<file path="config.mk">
export PLATFORM = sky130hd
export DESIGN_NAME = alu_seq_flat
export DESIGN_NICKNAME = d
export VERILOG_FILES = /design/src/rtl/alu_seq_if.sv /design/src/rtl/alu_seq.sv /design/src/flat_wrapper.sv
export SDC_FILE = /design/constraint.sdc
export NUM_CORES = 1
export LEC_CHECK = 0
export ABC_AREA = 1
export CAP_MARGIN = 20
export CORE_MARGIN = 4
export CORE_UTILIZATION = 30
export DETAILED_ROUTE_END_ITERATION = 8
export HOLD_SLACK_MARGIN = 0.15
export MAX_ROUTING_LAYER = met4
export PLACE_DENSITY_LB_ADDON = 0.08
export SETUP_SLACK_MARGIN = 0.5
export SLEW_MARGIN = 10
export SYNTH_ARGS = -nofsm -noshare
export SYNTH_HDL_FRONTEND = slang
export SYNTH_SLANG_ARGS = --single-unit
</file>
<file path="constraint.sdc">
create_clock -name clk -period 5.5 [get_ports clk]
set_input_delay 1.375 -clock clk [delete_from_list [all_inputs] [get_ports clk]]
set_output_delay 1.375 -clock clk [all_outputs]
set_load 0.01 [all_outputs]
</file>
<file path="src/rtl/alu_seq_if.sv">
// Handshake bundle between the issue stage and the sequential ALU.
// The issue side (master) presents operands and opcode and consumes the
// registered result; the ALU (slave) accepts operations and produces results.
interface alu_seq_if #(
  parameter int WIDTH = 32
) ();
  logic             in_valid;
  logic             in_ready;
  logic [WIDTH-1:0] a;
  logic [WIDTH-1:0] b;
  logic [3:0]       sel;
  logic             out_valid;
  logic             out_ready;
  logic [WIDTH-1:0] c;
  logic             zero;
  logic             carry;
  logic             ovf;
  logic             dz;

  modport master (
    output in_valid, a, b, sel, out_ready,
    input  in_ready, out_valid, c, zero, carry, ovf, dz
  );

  modport slave (
    input  in_valid, a, b, sel, out_ready,
    output in_ready, out_valid, c, zero, carry, ovf, dz
  );
endinterface

</file>
<file path="src/rtl/alu_seq.sv">
// Sequential ALU with valid/ready handshake on both sides.
// Single-cycle opcodes complete in one cycle; divide and modulo with a
// non-zero divisor run on an iterative restoring divider producing one
// quotient bit per cycle, MSB first. The result and its status flags are
// registered and held until the consumer accepts them.
module alu_seq #(
  parameter  int WIDTH = 32,
  localparam int SHW   = $clog2(WIDTH)
) (
  input  logic       clk,
  input  logic       rst_n,
  alu_seq_if.slave   bus
);

  typedef enum logic [1:0] {
    IDLE = 2'd0,
    BUSY = 2'd1,
    DONE = 2'd2
  } state_t;

  // Reduction parity used by opcodes 14 and 15.
  function automatic logic parity_f(input logic [WIDTH-1:0] v);
    return ^v;
  endfunction

  state_t           state_r;
  state_t           state_s;

  logic             accept_s;
  logic             b_zero_s;
  logic             div_start_s;

  logic [WIDTH:0]   sum_s;
  logic [WIDTH:0]   diff_s;
  logic [WIDTH-1:0] alu_c_s;
  logic             alu_carry_s;
  logic             alu_ovf_s;
  logic             alu_dz_s;

  logic [WIDTH-1:0] quo_r;
  logic [WIDTH-1:0] rem_r;
  logic [WIDTH-1:0] divisor_r;
  logic             is_mod_r;
  logic [SHW-1:0]   cnt_r;
  logic             last_s;

  logic [WIDTH:0]   shift_s;
  logic [WIDTH:0]   trial_s;
  logic             fits_s;
  logic [WIDTH-1:0] quo_next_s;
  logic [WIDTH-1:0] rem_next_s;
  logic [WIDTH-1:0] div_c_s;

  logic [WIDTH-1:0] c_r;
  logic             zero_r;
  logic             carry_r;
  logic             ovf_r;
  logic             dz_r;
  logic             out_valid_r;

  assign accept_s    = bus.in_valid && (state_r == IDLE);
  assign b_zero_s    = (bus.b == {WIDTH{1'b0}});
  assign div_start_s = ((bus.sel == 4'd6) || (bus.sel == 4'd7)) && !b_zero_s;
  assign last_s      = (cnt_r == SHW'(WIDTH - 1));

  assign bus.in_ready  = (state_r == IDLE);
  assign bus.out_valid = out_valid_r;
  assign bus.c         = c_r;
  assign bus.zero      = zero_r;
  assign bus.carry     = carry_r;
  assign bus.ovf       = ovf_r;
  assign bus.dz        = dz_r;

  // Single-cycle result and flags for the opcode currently on the inputs.
  always_comb begin
    sum_s       = {1'b0, bus.a} + {1'b0, bus.b};
    diff_s      = {1'b0, bus.a} - {1'b0, bus.b};
    alu_c_s     = {WIDTH{1'b0}};
    alu_carry_s = 1'b0;
    alu_ovf_s   = 1'b0;
    alu_dz_s    = 1'b0;
    case (bus.sel)
      4'd0: alu_c_s = bus.a & bus.b;
      4'd1: alu_c_s = bus.a | bus.b;
      4'd2: alu_c_s = bus.a ^ bus.b;
      4'd3: alu_c_s = ~bus.a;
      4'd4: begin
        alu_c_s     = sum_s[WIDTH-1:0];
        alu_carry_s = sum_s[WIDTH];
        alu_ovf_s   = (bus.a[WIDTH-1] == bus.b[WIDTH-1]) &&
                      (sum_s[WIDTH-1] != bus.a[WIDTH-1]);
      end
      4'd5: begin
        alu_c_s     = diff_s[WIDTH-1:0];
        alu_carry_s = diff_s[WIDTH];
        alu_ovf_s   = (bus.a[WIDTH-1] != bus.b[WIDTH-1]) &&
                      (diff_s[WIDTH-1] != bus.a[WIDTH-1]);
      end
      // Only the divide-by-zero case finishes here; a non-zero divisor
      // goes to the iterative divider instead.
      4'd6: begin
        alu_c_s  = bus.a;
        alu_dz_s = b_zero_s;
      end
      4'd7: begin
        alu_c_s  = {WIDTH{1'b1}};
        alu_dz_s = b_zero_s;
      end
      4'd8:  alu_c_s = bus.a >> bus.b[SHW-1:0];
      4'd9:  alu_c_s = bus.a << bus.b[SHW-1:0];
      4'd10: alu_c_s = (bus.b > bus.a) ? bus.b : bus.a;
      4'd11: alu_c_s = (bus.b < bus.a) ? bus.b : bus.a;
      4'd12: alu_c_s = !bus.a[0] ? bus.a : (!bus.b[0] ? bus.b : {WIDTH{1'b0}});
      4'd13: alu_c_s = bus.a[0] ? bus.a : (bus.b[0] ? bus.b : {WIDTH{1'b0}});
      4'd14: alu_c_s = {{(WIDTH-1){1'b0}}, parity_f(bus.a)};
      4'd15: alu_c_s = {{(WIDTH-1){1'b0}}, parity_f(bus.b)};
      default: alu_c_s = {WIDTH{1'b0}};
    endcase
  end

  // One restoring-division step: shift in the next dividend bit, try to
  // subtract the divisor, keep the difference if it did not go negative.
  always_comb begin
    shift_s    = {rem_r, quo_r[WIDTH-1]};
    trial_s    = shift_s - {1'b0, divisor_r};
    fits_s     = !trial_s[WIDTH];
    quo_next_s = {quo_r[WIDTH-2:0], fits_s};
    if (fits_s) begin
      rem_next_s = trial_s[WIDTH-1:0];
    end else begin
      rem_next_s = shift_s[WIDTH-1:0];
    end
    if (is_mod_r) begin
      div_c_s = rem_next_s;
    end else begin
      div_c_s = quo_next_s;
    end
  end

  // State register.
  always_ff @(posedge clk) begin
    if (!rst_n) begin
      state_r <= IDLE;
    end else begin
      state_r <= state_s;
    end
  end

  // Next-state logic.
  always_comb begin
    state_s = state_r;
    case (state_r)
      IDLE: begin
        if (accept_s) begin
          state_s = div_start_s ? BUSY : DONE;
        end else begin
          state_s = IDLE;
        end
      end
      BUSY: begin
        if (last_s) begin
          state_s = DONE;
        end else begin
          state_s = BUSY;
        end
      end
      DONE: begin
        if (bus.out_ready) begin
          state_s = IDLE;
        end else begin
          state_s = DONE;
        end
      end
      default: state_s = IDLE;
    endcase
  end

  // Datapath: operand capture, divider iteration and registered result.
  always_ff @(posedge clk) begin
    if (!rst_n) begin
      quo_r       <= {WIDTH{1'b0}};
      rem_r       <= {WIDTH{1'b0}};
      divisor_r   <= {WIDTH{1'b0}};
      is_mod_r    <= 1'b0;
      cnt_r       <= {SHW{1'b0}};
      c_r         <= {WIDTH{1'b0}};
      zero_r      <= 1'b0;
      carry_r     <= 1'b0;
      ovf_r       <= 1'b0;
      dz_r        <= 1'b0;
      out_valid_r <= 1'b0;
    end else begin
      case (state_r)
        IDLE: begin
          if (accept_s) begin
            if (div_start_s) begin
              quo_r     <= bus.a;
              rem_r     <= {WIDTH{1'b0}};
              divisor_r <= bus.b;
              is_mod_r  <= (bus.sel == 4'd6);
              cnt_r     <= {SHW{1'b0}};
            end else begin
              c_r         <= alu_c_s;
              zero_r      <= (alu_c_s == {WIDTH{1'b0}});
              carry_r     <= alu_carry_s;
              ovf_r       <= alu_ovf_s;
              dz_r        <= alu_dz_s;
              out_valid_r <= 1'b1;
            end
          end
        end
        BUSY: begin
          quo_r <= quo_next_s;
          rem_r <= rem_next_s;
          cnt_r <= cnt_r + SHW'(1);
          if (last_s) begin
            c_r         <= div_c_s;
            zero_r      <= (div_c_s == {WIDTH{1'b0}});
            carry_r     <= 1'b0;
            ovf_r       <= 1'b0;
            dz_r        <= 1'b0;
            out_valid_r <= 1'b1;
          end
        end
        DONE: begin
          if (bus.out_ready) begin
            out_valid_r <= 1'b0;
          end
        end
        default: out_valid_r <= 1'b0;
      endcase
    end
  end

endmodule
</file>
<file path="src/flat_wrapper.sv">
// flat-port wrapper written by rule: the top's interface ports become plain ports
module alu_seq_flat 
#(
  parameter  int WIDTH = 32,
  localparam int SHW   = $clog2(WIDTH)
)
  (clk, rst_n, bus_in_valid, bus_a, bus_b, bus_sel, bus_out_ready, bus_in_ready, bus_out_valid, bus_c, bus_zero, bus_carry, bus_ovf, bus_dz);
  alu_seq_if #(.WIDTH(WIDTH)) bus_i ();
  input  logic clk;
  input  logic rst_n;
  input wire logic [$bits(bus_i.in_valid)-1:0] bus_in_valid;
  input wire logic [$bits(bus_i.a)-1:0] bus_a;
  input wire logic [$bits(bus_i.b)-1:0] bus_b;
  input wire logic [$bits(bus_i.sel)-1:0] bus_sel;
  input wire logic [$bits(bus_i.out_ready)-1:0] bus_out_ready;
  output wire logic [$bits(bus_i.in_ready)-1:0] bus_in_ready;
  output wire logic [$bits(bus_i.out_valid)-1:0] bus_out_valid;
  output wire logic [$bits(bus_i.c)-1:0] bus_c;
  output wire logic [$bits(bus_i.zero)-1:0] bus_zero;
  output wire logic [$bits(bus_i.carry)-1:0] bus_carry;
  output wire logic [$bits(bus_i.ovf)-1:0] bus_ovf;
  output wire logic [$bits(bus_i.dz)-1:0] bus_dz;
  assign bus_i.in_valid = bus_in_valid;
  assign bus_i.a = bus_a;
  assign bus_i.b = bus_b;
  assign bus_i.sel = bus_sel;
  assign bus_i.out_ready = bus_out_ready;
  assign bus_in_ready = bus_i.in_ready;
  assign bus_out_valid = bus_i.out_valid;
  assign bus_c = bus_i.c;
  assign bus_zero = bus_i.zero;
  assign bus_carry = bus_i.carry;
  assign bus_ovf = bus_i.ovf;
  assign bus_dz = bus_i.dz;
  alu_seq #(.WIDTH(WIDTH)) u_core (.clk(clk), .rst_n(rst_n), .bus(bus_i));
endmodule
</file>
Word level (Yosys, flattened, before mapping)
Index checks and enable logic that the tools add are counted.
Widths: inputs -> output; s select.
Storage, ports and cells
  logic and storage cells: 120
  output and inout bits: 38
  input port bits: 72
  register bits after elaboration: 141
Operators by class
  muxes and demuxes: 49
  eq/ne operators: 27
  reduce and logical (&&, ||, !) cells: 20
  $lt $le $gt $ge: 2
  shifts and indexed selects: 2
  add/sub/neg operators: 4
  bitwise gates (word level): 4
Operator list (number)
  $pmux 32 s16: 1
  $mux 32: 15
  $pmux 32 s2: 3
  $logic_not 32->1: 3
  $reduce_xor 32->1: 2
  $add 32x32->33: 1
  $sub 32x32->33: 1
  $sub 33x32->33: 1
  $and 32x32->32: 1
  $eq 4x4->1 const B: 8
  $gt 32x32->1: 1
  $lt 32x32->1: 1
  $not 32->32: 1
  $or 32x32->32: 1
  $shl 32x5->32: 1
  $shr 32x5->32: 1
  $xor 32x32->32: 1
  $eq 4x3->1 const B: 4
  $mux 1: 15
  $pmux 1 s2: 6
  $mux 5: 2
  $pmux 5 s2: 1
  $eq 4x2->1 const B: 2
  $mux 2: 4
  other kinds (20): 31

Logic depth before layout (Yosys ltp)
  word-level depth: 7
  depth in mapped cells: 30
  gate-level depth less buffers: 27

Worst setup path after synthesis
OpenSTA, ideal clock, no wires.
  path kind: in2reg
  start: input bus_b[3]
  end: register u_core.zero_r, in the netlist u_core.bus.zero
  data arrival time: 4322 ps
  required time: 5444 ps
  setup slack: 1122 ps
  setup time: 56 ps
  cell stages on the path: 26
  buffers on the path: 5
  path through: clkbuf_1 inv_1 clkbuf_1 buf_1 ha_1 nor2_1 nand3_1 nor2_1 nand3_1 nand3_2 nand2_2 nand2_2 buf_6 buf_4 nand3_1 nand3_1 nand3_1 nand2_1 nand2_1 nor2_1 nand2_1 nor2_1 nand3_1 nand3_1 nand2_1 inv_1
On the way
  word-level cells in the longest chain between the ends: 7
  elaborated cells on any way between the ends: 26
  classes of those cells: 2 x add/sub; 2 x order compare; 1 x eq/ne; 2 x shift; 10 x mux; 3 x bitwise; 6 x reduce/logical
RTL lines
  start, declared: line flat_wrapper.sv:13  | input wire logic [$bits(bus_i.b)-1:0] bus_b;
  $lt 32x32->1, or another cell as far along: line alu_seq.sv:112  | 4'd11: alu_c_s = (bus.b < bus.a) ? bus.b : bus.a;
  $mux 32 (on tied branches)
  $pmux 32 s16: line alu_seq.sv:82  | case (bus.sel)
  $logic_not 32->1: line alu_seq.sv:204  | zero_r <= (alu_c_s == {WIDTH{1'b0}});
  $mux 1: line alu_seq.sv:196  | if (div_start_s) begin
  $mux 1: line alu_seq.sv:195  | if (accept_s) begin
  $pmux 1 s2: line alu_seq.sv:193  | case (state_r)
  end signal, assigned: line alu_seq.sv:204
  end signal, assigned: line alu_seq.sv:218  | zero_r <= (div_c_s == {WIDTH{1'b0}});
  end, declared: line alu_seq.sv:55  | logic zero_r;
Parallel ways exist; a longest one is shown, timed or not. The select of a mux whose other input is x is not followed.
A chain may end at the register's enable or synchronous reset.

Worst setup path after layout
  start: input bus_b[14]
  end: register u_core.zero_r, in the netlist u_core.bus.zero
Same word-level chain as after synthesis.

==> flow_summary.json <==
{
  "gp_congestion": 1.084,
  "p_leak_nw": 13.19,
  "synth-compound-area-share": 0.1511,
  "ys_types": 47,
  "dp_slack_ns": -0.1746,
  "nNetsFinal": 4640,
  "cts.sinks": 141,
  "hold_depth": 2,
  "critPathCaptureType": "flip-flop",
  "dpl_cell_area_sq_um": 25750,
  "ctsLongestPathBuffers": 2,
  "drt_iter0_markers": 3659,
  "crit_slowest_cell": "clkdlybuf4s50_1",
  "arrival_ns": 5.27,
  "fp-row-count": 99,
  "worst_pin_slew_ns": 0.9905,
  "fin_worst_skew_ns": 0.01301,
  "drive_gt1_frac": 0.09105,
  "netlist_top_cells_count": "1389 x nand2_1, 625 x nand3_1, 448 x nor2_1, 404 x inv_1, 231 x a21oi_1",
  "path_buf_inv": 7,
  "syn_inst": 4215,
  "start_util": 0.3026,
  "synth_top_family_by_area": "simple AND/OR/NAND/NOR gates",
  "cts_buffers": 17,
  "place_hpwl_mm": 121.1,
  "cp-start-kind": "primary input",
  "die_w_um": 279.3,
  "yosysWarnings": 0,
  "hold_viol_final": 0,
  "synth-xor-area-share": 0.01785,
  "synth-simple-area-share": 0.5026,
  "synth_edf_count": 0,
  "syn_nets": 4441,
  "slew_headroom": 0.3372,
  "rsz0062_at_grt": "false",
  "h-tree-depth": 4,
  "cts-root-buf": "clkbuf_16",
  "clk-insertion-delay-late_ns": 0.45,
  "grt.busiest_layer": "met2",
  "overflow": 0,
  "synth.area.top_cells": "nand2_1 24%, nand3_1 14%, dfxtp_1 13%",
  "synthMuxAreaShare": 0,
  "globalRouteMet2Util": 0.5976,
  "ys_seq_elements": 141,
  "fin_crit_sh": 0.8861,
  "io_buffers": 109,
  "worst-path-stages": 25,
  "ant_nets": 0,
  "slowest_delay_ns": 0.55,
  "synth.most_common_cell": "nand2_1",
  "routed_wirelength_mm": 148.3,
  "first_global_vias": 27950,
  "finalSetupViolCount": 0,
  "drt_pre_antenna_iters": 7,
  "synth_area_sq_um": 22080,
  "ys.flop_type": "dfxtp_1",
  "grtUsageMet3": 0.03921,
  "setup_ws_ns": 0.6266,
  "ios": 110,
  "post-cts-setup-buffers": 0,
  "maxCapViolCount": 0,
  "use_met1": 0.4624,
  "ys_seq_area_frac": 0.1278,
  "core-area_sq_um": 72960,
  "finalCriticalPeriod_ns": 4.873,
  "fmax_mhz": 205.2,
  "synth.avg_cell_area_sq_um": 5.238,
  "final_area_sq_um": 26430,
  "critPathRequiredTime_ns": 5.89,
  "hp-class": "reg2reg",
  "vias": 30010,
  "final_max_slew_viol_count": 0,
  "vias_per_cell": 5.571,
  "gr-usage-all-layers": 0.3749,
  "clk_pin_slew_ns": 0.07,
  "synth-adder-area-share": 0.08829,
  "dieArea_sq_um": 78000,
  "rr_worst_depth": 25,
  "antenna_found_initial": 8,
  "die_y_um": 279.3,
  "yosys.area.top_type_share": 0.2361,
  "tritoncts": "yes",
  "worst-path-max-fanout": 20,
  "path_class": "in2reg",
  "routedWlPerCell_um": 27.53,
  "vdd_drop_max_mv": 0.2061,
  "outcome": "finished, final reports clean",
  "drc": 0,
  "grt_start_max_net_pins": 81,
  "async_flop_share": 0,
  "grt_pass1_wl_mm": 205.5,
  "hold_ws_ns": 0.4650,
  "synth_top_area_cell": "nand2_1",
  "syn_to_final_growth_pct": 19.73,
  "crit_family": "simple AND/OR/NAND/NOR gates",
  "fin_total_pwr_mw": 5.430,
  "powerDensity_nw_per_um2": 205.4
}
[layout make-up]
type / count / area (sq um)
Timing Repair Buffer: 395 / 3353
Antenna cell: 2 / 5.005
Tap cell: 959 / 1200
Clock buffer: 18 / 439.2
Clock inverter: 13 / 188.9
Fill cell: 8475 / 46520
Multi-Input combinational cell: 3439 / 16850
Sequential cell: 141 / 2824
Inverter: 420 / 1577
[final timing paths]
path	startpoint	endpoint	slack, ns
setup / recovery	bus_b[14]	u_core.bus.zero	0.63
setup reg to reg	u_core.divisor_r[0]	u_core.bus.zero	1.07
hold reg to reg	u_core.bus.dz	u_core.bus.dz	0.47
hold / removal	u_core.bus.dz	u_core.bus.dz	0.47
[stage by stage]
stage	std cells	utilization	TNS (ns)
after floorplan	4215	-	0
after global placement	5354	0.3530	-0.2077
after detailed placement	5354	0.3530	-0.1746
after CTS	5385	0.3616	0
after global routing	5387	0.3623	0
final	5387	0.3623	0
[placed cells by master (no fill, tap or decap), types with 52 or more instances in the layout]
| cell | Yosys | layout |
|---|---|---|
| buf_4 | 11 | 274 |
| clkdlybuf4s50_1 | 0 | 100 |
| nand2_1 | 1389 | 1387 |
| dfxtp_1 | 141 | 140 |
| o21ai_0 | 211 | 209 |
| nand3_1 | 625 | 623 |
| ha_1 | 151 | 150 |
| nor2_1 | 448 | 439 |
| a31oi_1 | 61 | 61 |
| inv_1 | 404 | 401 |
| a21oi_1 | 231 | 230 |
| nand4_1 | 52 | 52 |
[timing repair]
action	in CTS	in global routing
endpoints found under the setup margin	1	2
pin swaps	0	1
hold buffers	0	0
endpoints found under the hold margin	0	0
gates resized for setup	5	15
[power by group]
| group | switching, mW | internal [mW] | total [mW] | leakage [nW] |
|---|---|---|---|---|
| Combinational | 2.12 | 0.930 | 3.05 | 11.7 |
| Sequential | 0.0426 | 1.07 | 1.11 | 1.15 |
| Clock | 0.499 | 0.771 | 1.27 | 0.303 |
[worst register-to-register path, delay by kind of cell, from the launching register on]
kind	cells	cell delay, ns
flops	1	0.40
buf+inv	3	0.50
compound gates	3	0.70
fa+ha+maj	2	0.57
simple gates	17	2.20
[registers in the layout, summed over array words and instances (netlist names), 2 cells and up]
name	flops
u_core.state_r	2
u_core.quo_r	32
u_core.rem_r	32
u_core.divisor_r	32
u_core.cnt_r	5
u_core.bus.c	32
[layer usage]
metal	share of wire	routed length [um]
met4	0.071	10480
met1	0.41	60350
met3	0.073	10820
met2	0.45	66660
met5	0	0
[cells by family after synthesis]
logic type / count (synthesis)
AND/OR/NAND/NOR: 2640
buffers and inverters: 635
XOR/XNOR: 45
flip-flops: 141
adder cells (fa/ha/maj): 154
AO/OA/AOI/OAI: 600
(Power assumes the default switching activity.)
